--- src/rtl/wb_arbiter.sv ---
// wb_arbiter: merges results onto the register file's single write port.
//
// Single-cycle execute results always win the port. Long-latency results
// (load/divide) arrive through a valid/ready handshake into a small FIFO. The
// FIFO drains whenever the execute stage is idle or writing x0. A scoreboard of
// pending destination registers stalls decode on RAW and WAW hazards against
// long-latency results that are still outstanding.
//
// Ports
//   clk, rst                  clock, asynchronous active-low reset
//   ex_we_i/ex_waddr_i/ex_wdata_i   execute-stage result (never back-pressured)
//   ll_valid_i/ll_ready_o     long-latency result handshake
//   ll_waddr_i/ll_wdata_i     long-latency result payload
//   issue_i/issue_rd_i        decode issues a long-latency op to issue_rd_i
//   id_rs1_i/id_rs2_i/id_rd_i decode source/destination registers
//   stall_o                   decode must hold
//   we_o/waddr_o/wdata_o      register file write port
module wb_arbiter #(
    parameter int unsigned DATA_W = 32,
    parameter int unsigned ADDR_W = 5,
    parameter int unsigned DEPTH  = 2
) (
    input  logic              clk,
    input  logic              rst,
    input  logic              ex_we_i,
    input  logic [ADDR_W-1:0] ex_waddr_i,
    input  logic [DATA_W-1:0] ex_wdata_i,
    input  logic              ll_valid_i,
    output logic              ll_ready_o,
    input  logic [ADDR_W-1:0] ll_waddr_i,
    input  logic [DATA_W-1:0] ll_wdata_i,
    input  logic              issue_i,
    input  logic [ADDR_W-1:0] issue_rd_i,
    input  logic [ADDR_W-1:0] id_rs1_i,
    input  logic [ADDR_W-1:0] id_rs2_i,
    input  logic [ADDR_W-1:0] id_rd_i,
    output logic              stall_o,
    output logic              we_o,
    output logic [ADDR_W-1:0] waddr_o,
    output logic [DATA_W-1:0] wdata_o
);

    localparam int unsigned AW   = $clog2(DEPTH);
    localparam int unsigned CW   = AW + 1;
    localparam int unsigned NREG = 1 << ADDR_W;

    localparam logic [AW-1:0] PTR_ONE  = AW'(1);
    localparam logic [CW-1:0] CNT_ONE  = CW'(1);
    localparam logic [CW-1:0] CNT_FULL = CW'(DEPTH);

    logic [ADDR_W-1:0] r_mem_addr [DEPTH];
    logic [DATA_W-1:0] r_mem_data [DEPTH];
    logic [AW-1:0]     r_wptr;
    logic [AW-1:0]     r_rptr;
    logic [CW-1:0]     r_count;
    logic [NREG-1:0]   r_pending;

    logic              w_full;
    logic              w_empty;
    logic              w_push;
    logic              w_pop;
    logic              w_pop_wr;
    logic              w_ex_wr;
    logic [ADDR_W-1:0] w_head_addr;
    logic [DATA_W-1:0] w_head_data;
    logic [NREG-1:0]   w_pending_nxt;

    assign w_full      = (r_count == CNT_FULL);
    assign w_empty     = (r_count == '0);
    assign ll_ready_o  = !w_full;
    assign w_push      = ll_valid_i & !w_full;

    // Execute writes to x0 are dropped and leave the port free for a drain.
    assign w_ex_wr     = ex_we_i & (ex_waddr_i != '0);
    assign w_pop       = !w_ex_wr & !w_empty;
    assign w_head_addr = r_mem_addr[r_rptr];
    assign w_head_data = r_mem_data[r_rptr];
    // A buffered x0 result is popped silently.
    assign w_pop_wr    = w_pop & (w_head_addr != '0);

    // Outputs are gated by reset so the port is quiet while rst is low,
    // whatever the execute inputs do.
    always_comb begin
        we_o    = 1'b0;
        waddr_o = '0;
        wdata_o = '0;
        if (rst) begin
            if (w_ex_wr) begin
                we_o    = 1'b1;
                waddr_o = ex_waddr_i;
                wdata_o = ex_wdata_i;
            end else if (w_pop_wr) begin
                we_o    = 1'b1;
                waddr_o = w_head_addr;
                wdata_o = w_head_data;
            end
        end
    end

    // Payload storage needs no reset: occupancy alone says what is valid.
    always_ff @(posedge clk) begin
        if (w_push) begin
            r_mem_addr[r_wptr] <= ll_waddr_i;
            r_mem_data[r_wptr] <= ll_wdata_i;
        end
    end

    always_ff @(posedge clk or negedge rst) begin
        if (!rst) begin
            r_wptr  <= '0;
            r_rptr  <= '0;
            r_count <= '0;
        end else begin
            if (w_push) r_wptr <= r_wptr + PTR_ONE;
            if (w_pop)  r_rptr <= r_rptr + PTR_ONE;
            case ({w_push, w_pop})
                2'b10:   r_count <= r_count + CNT_ONE;
                2'b01:   r_count <= r_count - CNT_ONE;
                default: r_count <= r_count;
            endcase
        end
    end

    // Clear first, then set, so a re-issue to the register being drained wins.
    always_comb begin
        w_pending_nxt = r_pending;
        if (w_pop_wr) w_pending_nxt[w_head_addr] = 1'b0;
        if (issue_i && (issue_rd_i != '0)) w_pending_nxt[issue_rd_i] = 1'b1;
        w_pending_nxt[0] = 1'b0;
    end

    always_ff @(posedge clk or negedge rst) begin
        if (!rst) begin
            r_pending <= '0;
        end else begin
            r_pending <= w_pending_nxt;
        end
    end

    // No bypass from the FIFO: the bit being popped still stalls this cycle.
    assign stall_o = r_pending[id_rs1_i] | r_pending[id_rs2_i] | r_pending[id_rd_i];

endmodule

--- config.mk ---
export PLATFORM = sky130hd
export DESIGN_NAME = wb_arbiter
export DESIGN_NICKNAME = d
export VERILOG_FILES = /design/src/rtl/wb_arbiter.sv
export SDC_FILE = /design/constraint.sdc
export NUM_CORES = 1
export LEC_CHECK = 0
export CAP_MARGIN = 20
export CORE_MARGIN = 2
export CORE_UTILIZATION = 53
export CTS_CLUSTER_DIAMETER = 30
export DETAILED_ROUTE_END_ITERATION = 7
export MAX_ROUTING_LAYER = met4
export PLACE_DENSITY = 0.85
export SETUP_SLACK_MARGIN = 0.3
export SLEW_MARGIN = 5
export SYNTH_ARGS = -nofsm -noshare
export SYNTH_HDL_FRONTEND = slang
export SYNTH_SLANG_ARGS = --single-unit
--- constraint.sdc ---
create_clock -name clk -period 5.9 [get_ports clk]
set_clock_uncertainty 0.1 [all_clocks]
set_input_delay 0.885 -clock clk [delete_from_list [all_inputs] [get_ports clk]]
set_output_delay 0.885 -clock clk [all_outputs]
set_load 0.01 [all_outputs]
==> reports/qor.yml <==
max_cap_viol_count: 0
fill_cells: 686
post_synthesis_cell_type_with_the_largest_combined_area: "sky130_fd_sc_hd__edfxtp_1"
areaGrowthSynthToFinish_pct: 30.38
count_of_mapped_cells_out_of_synthesis: 439
ant_nets: 0
netlist_top_cells_area: "sky130_fd_sc_hd__edfxtp_1 40%, sky130_fd_sc_hd__dfrtp_1 16%, sky130_fd_sc_hd__mux2_2 8.5%"
detail_route.wl_per_cell_um: 19.81
syn-mean-instance-area_um2: 12.69
drt_pre_antenna_iters: 6
path_clk_slew_ns: 0.08
grt_ovf: 0
tns_ns: 0
routabilityCongestion: 0.9211
peakVddDrop_mv: 0.2088
die_height_um: 106.5
initial_standard_cell_utilization_of_the_core: 0.5419
number_of_buffers_created_by_cts: 9
syn_nets: 539
timing.final.hold_violations: 0
timing.critical_path.arrival_ns: 3.65
dp_hpwl_um: 10180
worst_slew_pin_slew_ns: 0.8523
clock_tree.buffer_depth: 2
drt_iter0_markers: 301
synth.yosys.seq_area_share: 0.5563
synthesis.yosys.warnings: 0
rows: 37
fp.dieW_um: 106.5
postRouteWirelength_um: 14040
setup_viol_count_final: 0
leakagePower_nw: 2.521
slew_viol_final: 0
synth.distinct_cells: 45
critical_path_peak_fanout: 36
via_count: 4259
post-synth-top-area-fraction: 0.3990
grt_start_max_net_pins: 48
n_antenna_cell: 0
drive_gt1_frac: 0.1431
path_cells: "clkdlybuf4s50_1 > or4_4 > o21a_1 > buf_4 > nor2_1 > nand2_1 > a21boi_0 > clkdlybuf4s50_1"
critical_path.endpoint_type: "primary output"
worst_path_largest_cell_delay_ns: 0.60
cts_tree: "yes"
htreeDepth: 3
critical-path-slowest-cell: "sky130_fd_sc_hd__clkdlybuf4s50_1"
globalRouteTotalUtil: 0.2631
syn-cell-area_um2: 5569
cts-hold-fix-buffers: 0
grt_antenna_before_repair: 0
final_min_period_over_clock_period: 0.7853
worstHoldPathType: "reg -> reg"
cts-resized-gates: 0
wire_length_of_the_first_global_routing_pass_um: 22310
holdWs_ns: 0.4557
timing.setup.critical_path_class: "in -> out"
cts_setup_buffers: 0
final_net_count: 668
top_level_ports: 139
start_kind: "input port"
power_density_nw_per_um2: 379.3
outcome: "finished clean"
drcViolationCount: 0
numPortBuffers: 138
cts.root.buffer_cell: "sky130_fd_sc_hd__clkbuf_8"
first_global_vias: 4408
coreArea_um2: 10280
clk_latency_ns: 0.37
cts_sinks: 109
cp_common_cell: "sky130_fd_sc_hd__clkdlybuf4s50_1"
grt_setup_unrepaired: "no"
relative_slew_slack: 0.4318
ys_ff_latch: 109
finalCriticalPeriod_ns: 4.633
power_mw: 2.754
die_area_um2: 11340
via_per_inst: 6.007
maxClockFrequency_mhz: 215.8
crit_required_ns: 4.91
==> flip-flops by register name (all words and copies together), names as in the netlist <==
register    count
r_count         2
r_mem_addr     10
r_mem_data     64
r_pending      31
r_rptr          1
r_wptr          1
==> per-layer routing <==
| layer | wire (um) | GRT usage | vias to the layer above |
|---|---|---|---|
| li1 | - | - | 1950 |
| met1 | 5606 | 0.3208 | 2088 |
| met2 | 7073 | 0.4386 | 194 |
| met3 | 1035 | 0.06070 | 27 |
| met4 | 329 | 0.08442 | 0 |
| met5 | 0 | - | - |
==> through the flow <==
| step | utilization | std cells | worst slack, ns | cell area, um2 |
|---|---|---|---|---|
| after floorplan | - | 439 | 2.448 | 5569 |
| after global placement | 0.6857 | 692 | 1.388 | 7047 |
| after detailed placement | 0.6857 | 692 | 1.296 | 7047 |
| after CTS | 0.7038 | 708 | 1.260 | 7233 |
| after global routing | 0.7065 | 709 | 1.052 | 7261 |
| final | 0.7065 | 709 | 1.267 | 7261 |
==> cell usage after synthesis (all sizes together) <==
cell type  number
and3            1
buf             7
a21boi          5
inv             2
o21ai          63
nand2b          6
o211a           1
a2111oi         1
edfxtp         74
or2             2
nand4b          3
nor3            3
nor3b           2
or4             2
and3b           1
nor4b           1
o22ai           2
ha              1
a21oi           3
nor2           12
mux4           17
o31ai           1
nand2          21
a211o           1
mux2           42
o21a            2
and2            1
o311a           1
nor2b          37
clkbuf         18
a221o           1
a311oi          1
a221oi          1
nand4           5
o211ai          2
nand3          12
nand3b          1
mux2i          10
xnor2           3
xor2            2
a22oi          33
dfrtp          35
==> power by group <==
part | leakage [nW] | internal, mW | total [mW] | switching [mW]
Sequential | 1.11 | 1.08 | 1.26 | 0.181
Clock | 0.0923 | 0.208 | 0.438 | 0.230
Combinational | 1.32 | 0.555 | 1.06 | 0.504
==> final timing paths <==
| check | from | endpoint | slack, ns | cells after the start |
|---|---|---|---|---|
| max in group asynchronous | rst | r_pending[12] | 4.35 | 2 |
| worst max register to register | r_rptr | r_pending[7] | 3.35 | 6 |
| worst min-delay path | r_wptr | r_wptr | 0.46 | 1 |
| min in group asynchronous | rst | r_count[0] | 0.49 | 1 |
| worst min register to register | r_wptr | r_wptr | 0.46 | 1 |
| worst max-delay path | ex_waddr_i[2] | waddr_o[4] | 1.27 | 8 |
==> worst max-delay path: cells and delay by family <==
kind	cells	cell delay, ns
AOI/OAI and AO/OA	2	0.39
and+or+nand+nor	3	1.09
buffers and inverters	3	1.27
==> cell type report <==
cell class	instances	area [um2]	share of cell area
repair buffers	143	1434	0.1975
flip-flops and latches	109	3098	0.4267
well taps	136	170.2	0.02344
multi-input cells	303	2365	0.3257
clock inverters	2	33.78	0.004653
clock buffers	14	152.6	0.02102
inverters	2	7.507	0.001034
==> kinds of logic (layout without fill, tap and decap cells) <==
kind of cell / count (synthesis) / in the layout / share of synthesized area
AOI/OAI and AO/OA: 118 / 118 / 0.1312
adders and majority gates: 1 / 1 / 0.002246
DFF: 109 / 109 / 0.5563
xor gates and xnor gates: 5 / 5 / 0.007865
muxes: 69 / 69 / 0.1716
buffers and inverters: 27 / 161 / 0.02067
and+or+nand+nor: 110 / 110 / 0.1101
==> cells in the final DEF (no fill, tap or decap), types with 2 or more instances in the layout <==
| master | netlist | final |
|---|---|---|
| sky130_fd_sc_hd__a21boi_0 | 5 | 5 |
| sky130_fd_sc_hd__clkdlybuf4s50_1 | 0 | 137 |
| sky130_fd_sc_hd__inv_1 | 2 | 2 |
| sky130_fd_sc_hd__o211ai_1 | 2 | 2 |
| sky130_fd_sc_hd__clkbuf_8 | 0 | 10 |
| sky130_fd_sc_hd__nor2b_1 | 37 | 37 |
| sky130_fd_sc_hd__or2_2 | 2 | 2 |
| sky130_fd_sc_hd__o21ai_0 | 49 | 49 |
| sky130_fd_sc_hd__a22oi_1 | 33 | 33 |
| sky130_fd_sc_hd__mux2_2 | 42 | 42 |
| sky130_fd_sc_hd__dfrtp_1 | 35 | 35 |
| sky130_fd_sc_hd__o21ai_1 | 14 | 14 |
| sky130_fd_sc_hd__o21a_1 | 2 | 2 |
| sky130_fd_sc_hd__a21oi_1 | 3 | 3 |
| sky130_fd_sc_hd__nand2b_1 | 6 | 6 |
| sky130_fd_sc_hd__nor2_1 | 12 | 11 |
| sky130_fd_sc_hd__nand4_1 | 5 | 5 |
| sky130_fd_sc_hd__buf_4 | 0 | 4 |
| sky130_fd_sc_hd__nor3b_1 | 2 | 2 |
| sky130_fd_sc_hd__nand2_1 | 21 | 21 |
| sky130_fd_sc_hd__mux4_2 | 17 | 17 |
| sky130_fd_sc_hd__nor3_1 | 3 | 3 |
| sky130_fd_sc_hd__xnor2_1 | 3 | 3 |
| sky130_fd_sc_hd__nand3_1 | 12 | 12 |
| sky130_fd_sc_hd__nand4b_1 | 3 | 3 |
| sky130_fd_sc_hd__xor2_1 | 2 | 2 |
| sky130_fd_sc_hd__edfxtp_1 | 74 | 74 |
| sky130_fd_sc_hd__o22ai_1 | 2 | 2 |
| sky130_fd_sc_hd__or4_4 | 2 | 2 |
| sky130_fd_sc_hd__clkbuf_1 | 18 | 4 |
| sky130_fd_sc_hd__mux2i_1 | 10 | 10 |
Power figures use the tool's default switching activity.
